`src/rtl/cpu_pkg.sv`:
```
// Shared CPU definitions: next-PC select codes and PC-unit state encoding.
package cpu_pkg;
    localparam logic [2:0] NPC_SEQ  = 3'b000;
    localparam logic [2:0] NPC_BEQ  = 3'b001;
    localparam logic [2:0] NPC_BNE  = 3'b010;
    localparam logic [2:0] NPC_J    = 3'b011;
    localparam logic [2:0] NPC_JAL  = 3'b100;
    localparam logic [2:0] NPC_JR   = 3'b101;
    localparam logic [2:0] NPC_HALT = 3'b110;
    localparam logic [2:0] NPC_ERET = 3'b111;

    typedef enum logic [0:0] {
        ST_RUN  = 1'b0,
        ST_HALT = 1'b1
    } state_t;
endpackage

```
`src/rtl/npc_calc.sv`:
```
// Combinational next-PC selection for the RUN state, plus the jal link value (pc+1).
// All arithmetic wraps modulo 2^AW.
module npc_calc
    import cpu_pkg::*;
#(
    parameter int AW = 32
) (
    input  logic [2:0]    npc_sel,
    input  logic          zero,
    input  logic [AW-1:0] pc,
    input  logic [AW-1:0] imm,
    input  logic [AW-1:0] busa,
    input  logic [25:0]   jump_addr,
    input  logic [AW-1:0] epc,
    output logic [AW-1:0] npc,
    output logic [AW-1:0] link_addr
);
    logic [AW-1:0] seq_pc;
    logic [AW-1:0] br_pc;
    logic [AW-1:0] jmp_pc;

    assign seq_pc    = pc + AW'(1);
    assign br_pc     = seq_pc + imm;
    assign jmp_pc    = {pc[AW-1:26], jump_addr};
    assign link_addr = seq_pc;

    always_comb begin
        npc = seq_pc;
        case (npc_sel)
            NPC_SEQ:  npc = seq_pc;
            NPC_BEQ:  npc = zero ? br_pc : seq_pc;
            NPC_BNE:  npc = zero ? seq_pc : br_pc;
            NPC_J:    npc = jmp_pc;
            NPC_JAL:  npc = jmp_pc;
            NPC_JR:   npc = busa;
            NPC_HALT: npc = pc;
            NPC_ERET: npc = epc;
            default:  npc = seq_pc;
        endcase
    end
endmodule

```
`src/rtl/pc_unit.sv`:
```
// Program-counter unit: PC/EPC registers, RUN/HALT state machine, exception entry and ERET.
// Edge priority: rst > unmasked exc_req (taken even when stalled) > en=0 stall > normal sequencing.
module pc_unit
    import cpu_pkg::*;
#(
    parameter int            AW       = 32,
    parameter logic [AW-1:0] RESET_PC = '0,
    parameter logic [AW-1:0] EXC_VEC  = AW'('h100)
) (
    input  logic          clk,
    input  logic          rst,
    input  logic          en,
    input  logic [2:0]    npc_sel,
    input  logic          zero,
    input  logic [AW-1:0] imm,
    input  logic [AW-1:0] busa,
    input  logic [25:0]   jump_addr,
    input  logic          exc_req,
    input  logic          resume,
    output logic [AW-1:0] pc,
    output logic [AW-1:0] npc,
    output logic [AW-1:0] link_addr,
    output logic [AW-1:0] epc,
    output logic          halted,
    output logic          in_exc,
    output logic          exc_taken
);
    state_t        state_q, state_d;
    logic [AW-1:0] pc_q, pc_d;
    logic [AW-1:0] epc_q, epc_d;
    logic          in_exc_q, in_exc_d;
    logic          exc_taken_q, exc_taken_d;
    logic [AW-1:0] run_npc;

    npc_calc #(.AW(AW)) u_npc_calc (
        .npc_sel   (npc_sel),
        .zero      (zero),
        .pc        (pc_q),
        .imm       (imm),
        .busa      (busa),
        .jump_addr (jump_addr),
        .epc       (epc_q),
        .npc       (run_npc),
        .link_addr (link_addr)
    );

    // While halted the fetch address is frozen, which is also what an exception saves as EPC.
    assign npc = (state_q == ST_HALT) ? pc_q : run_npc;

    always_comb begin
        state_d     = state_q;
        pc_d        = pc_q;
        epc_d       = epc_q;
        in_exc_d    = in_exc_q;
        exc_taken_d = 1'b0;
        if (exc_req && !in_exc_q) begin
            epc_d       = npc;
            pc_d        = EXC_VEC;
            in_exc_d    = 1'b1;
            state_d     = ST_RUN;
            exc_taken_d = 1'b1;
        end else if (en) begin
            case (state_q)
                ST_RUN: begin
                    pc_d = run_npc;
                    if (npc_sel == NPC_HALT) state_d = ST_HALT;
                    if (npc_sel == NPC_ERET) in_exc_d = 1'b0;
                end
                ST_HALT: begin
                    if (resume) begin
                        state_d = ST_RUN;
                        pc_d    = pc_q + AW'(1);
                    end
                end
                default: state_d = ST_RUN;
            endcase
        end
    end

    always_ff @(posedge clk or posedge rst) begin
        if (rst) begin
            state_q     <= ST_RUN;
            pc_q        <= RESET_PC;
            epc_q       <= '0;
            in_exc_q    <= 1'b0;
            exc_taken_q <= 1'b0;
        end else begin
            state_q     <= state_d;
            pc_q        <= pc_d;
            epc_q       <= epc_d;
            in_exc_q    <= in_exc_d;
            exc_taken_q <= exc_taken_d;
        end
    end

    assign pc        = pc_q;
    assign epc       = epc_q;
    assign halted    = (state_q == ST_HALT);
    assign in_exc    = in_exc_q;
    assign exc_taken = exc_taken_q;
endmodule
```
`config.mk`:
```
export PLATFORM = sky130hd
export DESIGN_NAME = pc_unit
export DESIGN_NICKNAME = d
export VERILOG_FILES = /design/src/rtl/cpu_pkg.sv /design/src/rtl/npc_calc.sv /design/src/rtl/pc_unit.sv
export SDC_FILE = /design/constraint.sdc
export NUM_CORES = 1
export LEC_CHECK = 0
export BUFFER_PORTS_ARGS = -buffer_cell sky130_fd_sc_hd__buf_4
export CAP_MARGIN = 20
export CORE_MARGIN = 10
export CORE_UTILIZATION = 53
export DETAILED_ROUTE_END_ITERATION = 6
export PLACE_DENSITY = 0.85
export SETUP_SLACK_MARGIN = 0.1
export SYNTH_ARGS = -nofsm -noshare
export SYNTH_HDL_FRONTEND = slang
export SYNTH_SLANG_ARGS = --single-unit
```
`constraint.sdc`:
```
create_clock -name clk -period 5.38 [get_ports clk]
set_clock_uncertainty 0.15 [all_clocks]
set_input_delay 0.269 -clock clk [delete_from_list [all_inputs] [get_ports clk]]
set_output_delay 0.269 -clock clk [all_outputs]
set_load 0.01 [all_outputs]
```
### Word level (Yosys, flattened, before mapping)

Index checks and enable logic that the tools add are counted.

| storage, ports and cells | value |
|---|---|
| bits in registers | 67 |
| bits of input ports | 99 |
| output and inout port bits | 131 |

| cells by class | value |
|---|---|
| add/subtract/negate cells | 2 |
| eq/ne operators | 9 |
| mux-type cells | 18 |
| bitwise logic cells | 1 |
| reductions and logical operators | 8 |

Operators with widths:

| kind | count |
|---|---|
| $pmux W32 S7 | 1 |
| $mux W32 | 6 |
| $pmux W32 S2 | 1 |
| $add A32 B1 Y32 const B | 1 |
| $add A32 B32 Y32 | 1 |
| $eq A3 B3 Y1 const B | 4 |
| $mux W1 | 9 |
| $eq A3 B2 Y1 const B | 2 |
| $reduce_bool A2 Y1 | 2 |
| $eq A3 B1 Y1 const B | 1 |
| $logic_not A3 Y1 | 1 |
| $ne A3 B2 Y1 const B | 1 |
| $reduce_and A3 Y1 | 1 |
| $ne A2 B1 Y1 const B | 1 |
| $pmux W1 S2 | 1 |
| $reduce_and A2 Y1 | 1 |
| $reduce_or A2 Y1 | 1 |
| $logic_and A1 B1 Y1 | 1 |
| $logic_not A1 Y1 | 1 |
| $not A1 Y1 | 1 |

### Logic depth before layout (Yosys ltp)

| logic depth | value |
|---|---|
| word-level depth | 7 |
| gate-level depth with buffers | 17 |
| depth with buffers taken out | 16 |

### Modules after synthesis

From an unflattened synthesis, not the netlist that was laid out.

| unflattened totals | value |
|---|---|
| cell total of the unflattened synthesis | 1009 |
| area total of the unflattened synthesis | 7921.3 µm² |

By module, submodules not included:

| module | times used | cells an instance | area each (µm²) |
|---|---|---|---|
| npc_calc | 1 | 554 | 4042.6 |
| pc_unit | 1 | 455 | 3878.7 |

### Worst setup path after synthesis

No wires, ideal clock.

| path | value |
|---|---|
| path kind | register to output |
| start | register pc_q[0], in the netlist pc[0] |
| end | output port npc[25] |
| data arrival time | 4.018 ns |
| data required time | 4.961 ns |
| setup slack | 0.943 ns |
| cell stages (with the launch flop) | 16 |
| cell sequence | dfrtp_1 -> ha_1 -> nand4_1 -> nor4_1 -> nand3_1 -> xnor2_1 -> inv_1 -> ha_1 -> nand3_1 -> nor2_1 -> a211oi_2 -> o31ai_2 -> a31oi_4 -> o21ai_0 -> o311ai_1 -> a21boi_0 |

| on the way | value |
|---|---|
| cells in the longest elaborated chain, start to end | 5 |

RTL lines:

| element | RTL line | text |
|---|---|---|
| start: declaration | pc_unit.sv:29 | `logic [AW-1:0] pc_q, pc_d;` |
| start signal: assignment | pc_unit.sv:89 | `pc_q <= pc_d;` |
| $add A32 B1 Y32 * | npc_calc.sv:22 | `assign seq_pc = pc + AW'(1);` |
| net link_addr[10] | pc_unit.sv:22 | `output logic [AW-1:0] link_addr,` |
| $add A32 B32 Y32 * | npc_calc.sv:23 | `assign br_pc = seq_pc + imm;` |
| $mux W32, on equally long branches | npc_calc.sv:32, npc_calc.sv:31 |  |
| $pmux W32 S7 * | npc_calc.sv:29 | `case (npc_sel)` |
| $mux W32 * | pc_unit.sv:48 | `assign npc = (state_q == ST_HALT) ? pc_q : run_npc;` |
| end: declaration | pc_unit.sv:21 | `output logic [AW-1:0] npc,` |

The timed path passes the listed nets; every way through them passes the cells marked *.

### Worst setup path after layout

| path | value |
|---|---|
| start | register pc_q[0], in the netlist pc[0] |
| end | output port npc[30] |

| on the way | value |
|---|---|
| cells in the longest elaborated chain, start to end | 5 |

RTL lines:

| element | RTL line |
|---|---|
| $add A32 B1 Y32 * | npc_calc.sv:22 |
| $add A32 B32 Y32 | npc_calc.sv:23 |
| $mux W32, on equally long branches | npc_calc.sv:32, npc_calc.sv:31 |
| $pmux W32 S7 * | npc_calc.sv:29 |
| $mux W32 * | pc_unit.sv:48 |

Mark *: on every way between the ends. The rest lies on a longest branch, timed or not.

==> summary.txt <==
Status = finished clean
Most common cell in the synthesized netlist = a21oi_1
Input/output buffers = 229
Mapped Area = 0.007493 mm^2
Clock Tree Buf Depth = 2
WP buf/inv = 3
PwrDens = 591.6 mW/mm^2
Layout cell share with drive strength beyond 1 = 31.34%
FP Rows = 43
Worst vdd ir = 0.0005277 V
Synth top area share = 22.37%
Sequential fraction of the synthesis area = 22.37%
Area leader, netlist = dfrtp_1
Synth warn = 0
Final Util = 69.90%
Nets = 1289
Sw frac = 50.30%
DRT iter0 DRCs = 972
Largest net degree at the start of global routing = 68
Drt first pass iters = 6
CTS Buf Count = 9
Primary flip-flop cell chosen by synthesis mapping = dfrtp_1
Max-slew violation count = 0
H-tree Lvls = 3
Worst Path Class, Setup = reg2out
Detailed Place HPWL = 24130 um
Min Tclk post-route = 5.185 ns
Critical Path Start Type = register
CP max stage delay = 0.45 ns
ANT nets after route = 0
Detail-routed via count per cell = 6.654
Static Leak = 4.420 nW
CTS tree = built
Gp weighted congestion = 1.026
Final Hold Fails = 0
Worst skew pair latency = 0.35 ns
Syn Inst Count = 957
Multi-input logic area = 0.005415 mm^2
Largest cells by area after synthesis = dfrtp_1, ha_1, mux2_2, a21oi_1, o21ai_0
FF/Latch Area = 0.001680 mm^2
Area Growth Syn to Fin = 29.49%
CP Capture Type = primary output
Syn Nets = 1096
Final WL = 32670 um
Max-Cap Viols = 0
Pre-CTS WS = 0.3702 ns
Die footprint = 0.01929 mm^2
Clock root cell = clkbuf_16
Fmax = 192.9 MHz
Hold Path Class = in2async
CTS Sinks = 67
Rel. slew slack = 21.51%
Worst setup margin = 0.1948 ns
Crit-path max FO = 7
WP data arrival = 4.77 ns
Worst-Margin Slew = 1.172 ns
Initial antenna violation count = 0
GRT Total Usage = 31.63%
Die Y = 138.9 um
Cell mode on critical path = nand2_1
Slowest cell on crit path = nor3_4
CTS clock-pin slew for the worst setup and hold paths = 0.06 ns
Crit path max-delay family = simple AND/OR/NAND/NOR gates
Avg Cell Area, Syn = 7.830 um^2
Fin Setup TNS = 0 ns
Net switching power = 2.887 mW
Period utilisation layout = 96.38%
Ys async rst share = 100.0%
#FFs+latches synth = 67
Req. time, crit path = 4.96 ns
Gr ovfl total = 0
Ports = 230
Vias in the first global route = 8648
DR WL/cell = 24.47 um
Final setup viols = 0
Drt drc = 0
Internal Pwr Total = 2.853 mW
Starting Density = 53.98%
Post-synth top cells = a21oi_1, nand2_1, o21ai_0
Clk pwr share = 10.8%
First-pass GRT wire length = 49760 um
Seq pwr share = 19.3%
Critical path cell sequence = ha_2 > nand4_1 > nor3_4 > buf_4 > nand2_1 > xnor2_1 > inv_1 > ha_2 > nand2_1 > o21ai_0 > nand2_1 > and3_1 > o31ai_2 > mux2_2 > a211oi_2 > nor2_1 > buf_4
Pwr Total = 5.740 mW
Antenna fix cells = 0
DIE WIDTH = 138.9 um
Unique cell type count in the Yosys netlist = 81
RSZ-0062 raised after global routing = yes
Comb power frac = 69.9%
Core Region = 0.01388 mm^2
Via Count = 8883
# fillers = 1174
EDFF count, synth = 0
==> layout by cell type (no fill, tap or decap), types with 6 or more instances in the layout <==
master / instances
a211o_1: 6
dfrtp_1: 64
a21oi_1: 88
nor2_1: 68
a221o_1: 8
nor2b_1: 6
nand4_1: 17
a221oi_1: 22
xnor2_1: 33
and2_1: 9
nand2b_1: 6
nor3_1: 11
mux2i_1: 13
or3_1: 8
o21bai_1: 8
o211ai_1: 13
a21o_1: 9
o31ai_1: 21
buf_4: 253
mux2_2: 41
o21ai_0: 72
inv_1: 42
a211oi_1: 13
clkbuf_16: 9
o21a_1: 14
and3_1: 11
nand2_1: 78
ha_1: 34
a31oi_1: 8
nand3_1: 30
xor2_1: 13
a22o_1: 13
==> worst min-delay path, stage by stage <==
cell	delay, ns
buf_4	0.11
inv_2	0.03
buf_4	0.71
==> path summary, 6_finish.rpt <==
path | from | endpoint | slack (ns) | depth (start not counted)
worst min-delay path | rst | epc[27]$_DFFE_PP0P_ | 0.06 | 3
min in group clk | jump_addr[3] | epc[3]$_DFFE_PP0P_ | 0.23 | 5
worst max register to register | pc[0]$_DFFE_PP0P_ | epc[23]$_DFFE_PP0P_ | 0.70 | 16
worst max-delay path | pc[0]$_DFFE_PP0P_ | npc[30] | 0.19 | 17
worst min register to register | epc[9]$_DFFE_PP0P_ | epc[9]$_DFFE_PP0P_ | 0.36 | 2
max in group asynchronous | rst | pc[1]$_DFFE_PP0P_ | 4.38 | 3
==> registers in the layout (all words and copies together) (netlist names) <==
register   cells
epc           32
pc            32
exc_taken      1
halted         1
in_exc         1
==> kinds of logic (layout without fill, tap and decap cells) <==
logic type	count (synthesis)	after routing	share of synthesized area, %
buffers and inverters	116	314	6.679
and+or+nand+nor	274	274	18.15
muxes	54	54	7.898
adders and majority gates	40	40	6.779
DFF	67	67	22.37
AOI/OAI and AO/OA	356	356	32.18
xor gates and xnor gates	50	50	5.944
==> stage by stage <==
| stage | instance area [um^2] | hold slack [ns] | instances |
|---|---|---|---|
| final | 9703 | 0.06307 | 1335 |
| after global routing | 9703 | 0.1200 | 1335 |
| after CTS | 9604 | 0.08450 | 1332 |
| after detailed placement | 9275 | 0.3402 | 1314 |
| after global placement | 9275 | 0.3365 | 1314 |
| after floorplan | 7493 | 0.2292 | 957 |
==> power by group through the flow <==
stage	combinational, mW	clock [mW]	sequential [mW]
after CTS	3.92	0.620	1.09
final	4.01	0.619	1.11
after global placement	3.84	0	1.09
after floorplan	2.33	0	1.06
after detailed placement	3.88	0	1.10
after global routing	4.32	0.637	1.14
==> per-layer routing <==
layer,global-route usage [%],part of all wire (%),vias up
li1,-,-,3966
met1,39.35,39,4196
met2,51.04,47,622
met3,6.575,10,99
met4,15.16,4.4,0
met5,0,0,-
==> layout make-up <==
| type | instances | area share [%] |
|---|---|---|
| Clock buffer | 9 | 2.321 |
| Clock inverter | 7 | 0.7866 |
| Inverter | 43 | 1.663 |
| Multi-Input combinational cell | 774 | 55.81 |
| Sequential cell | 67 | 17.32 |
| Tap cell | 180 | 2.321 |
| Timing Repair Buffer | 255 | 19.78 |
==> repair_timing <==
| item | 4_1_cts | 5_1_grt |
|---|---|---|
| hold buffers | 2 | 0 |
| hold endpoints to repair | 1 | 0 |
| gates cloned | 0 | 0 |
| setup endpoints to repair | 1 | 14 |
| pin swaps | 0 | 3 |
| gates resized for setup | 1 | 19 |
| buffers inserted | 0 | 3 |
Note: power is estimated with default switching activity, not from simulation.
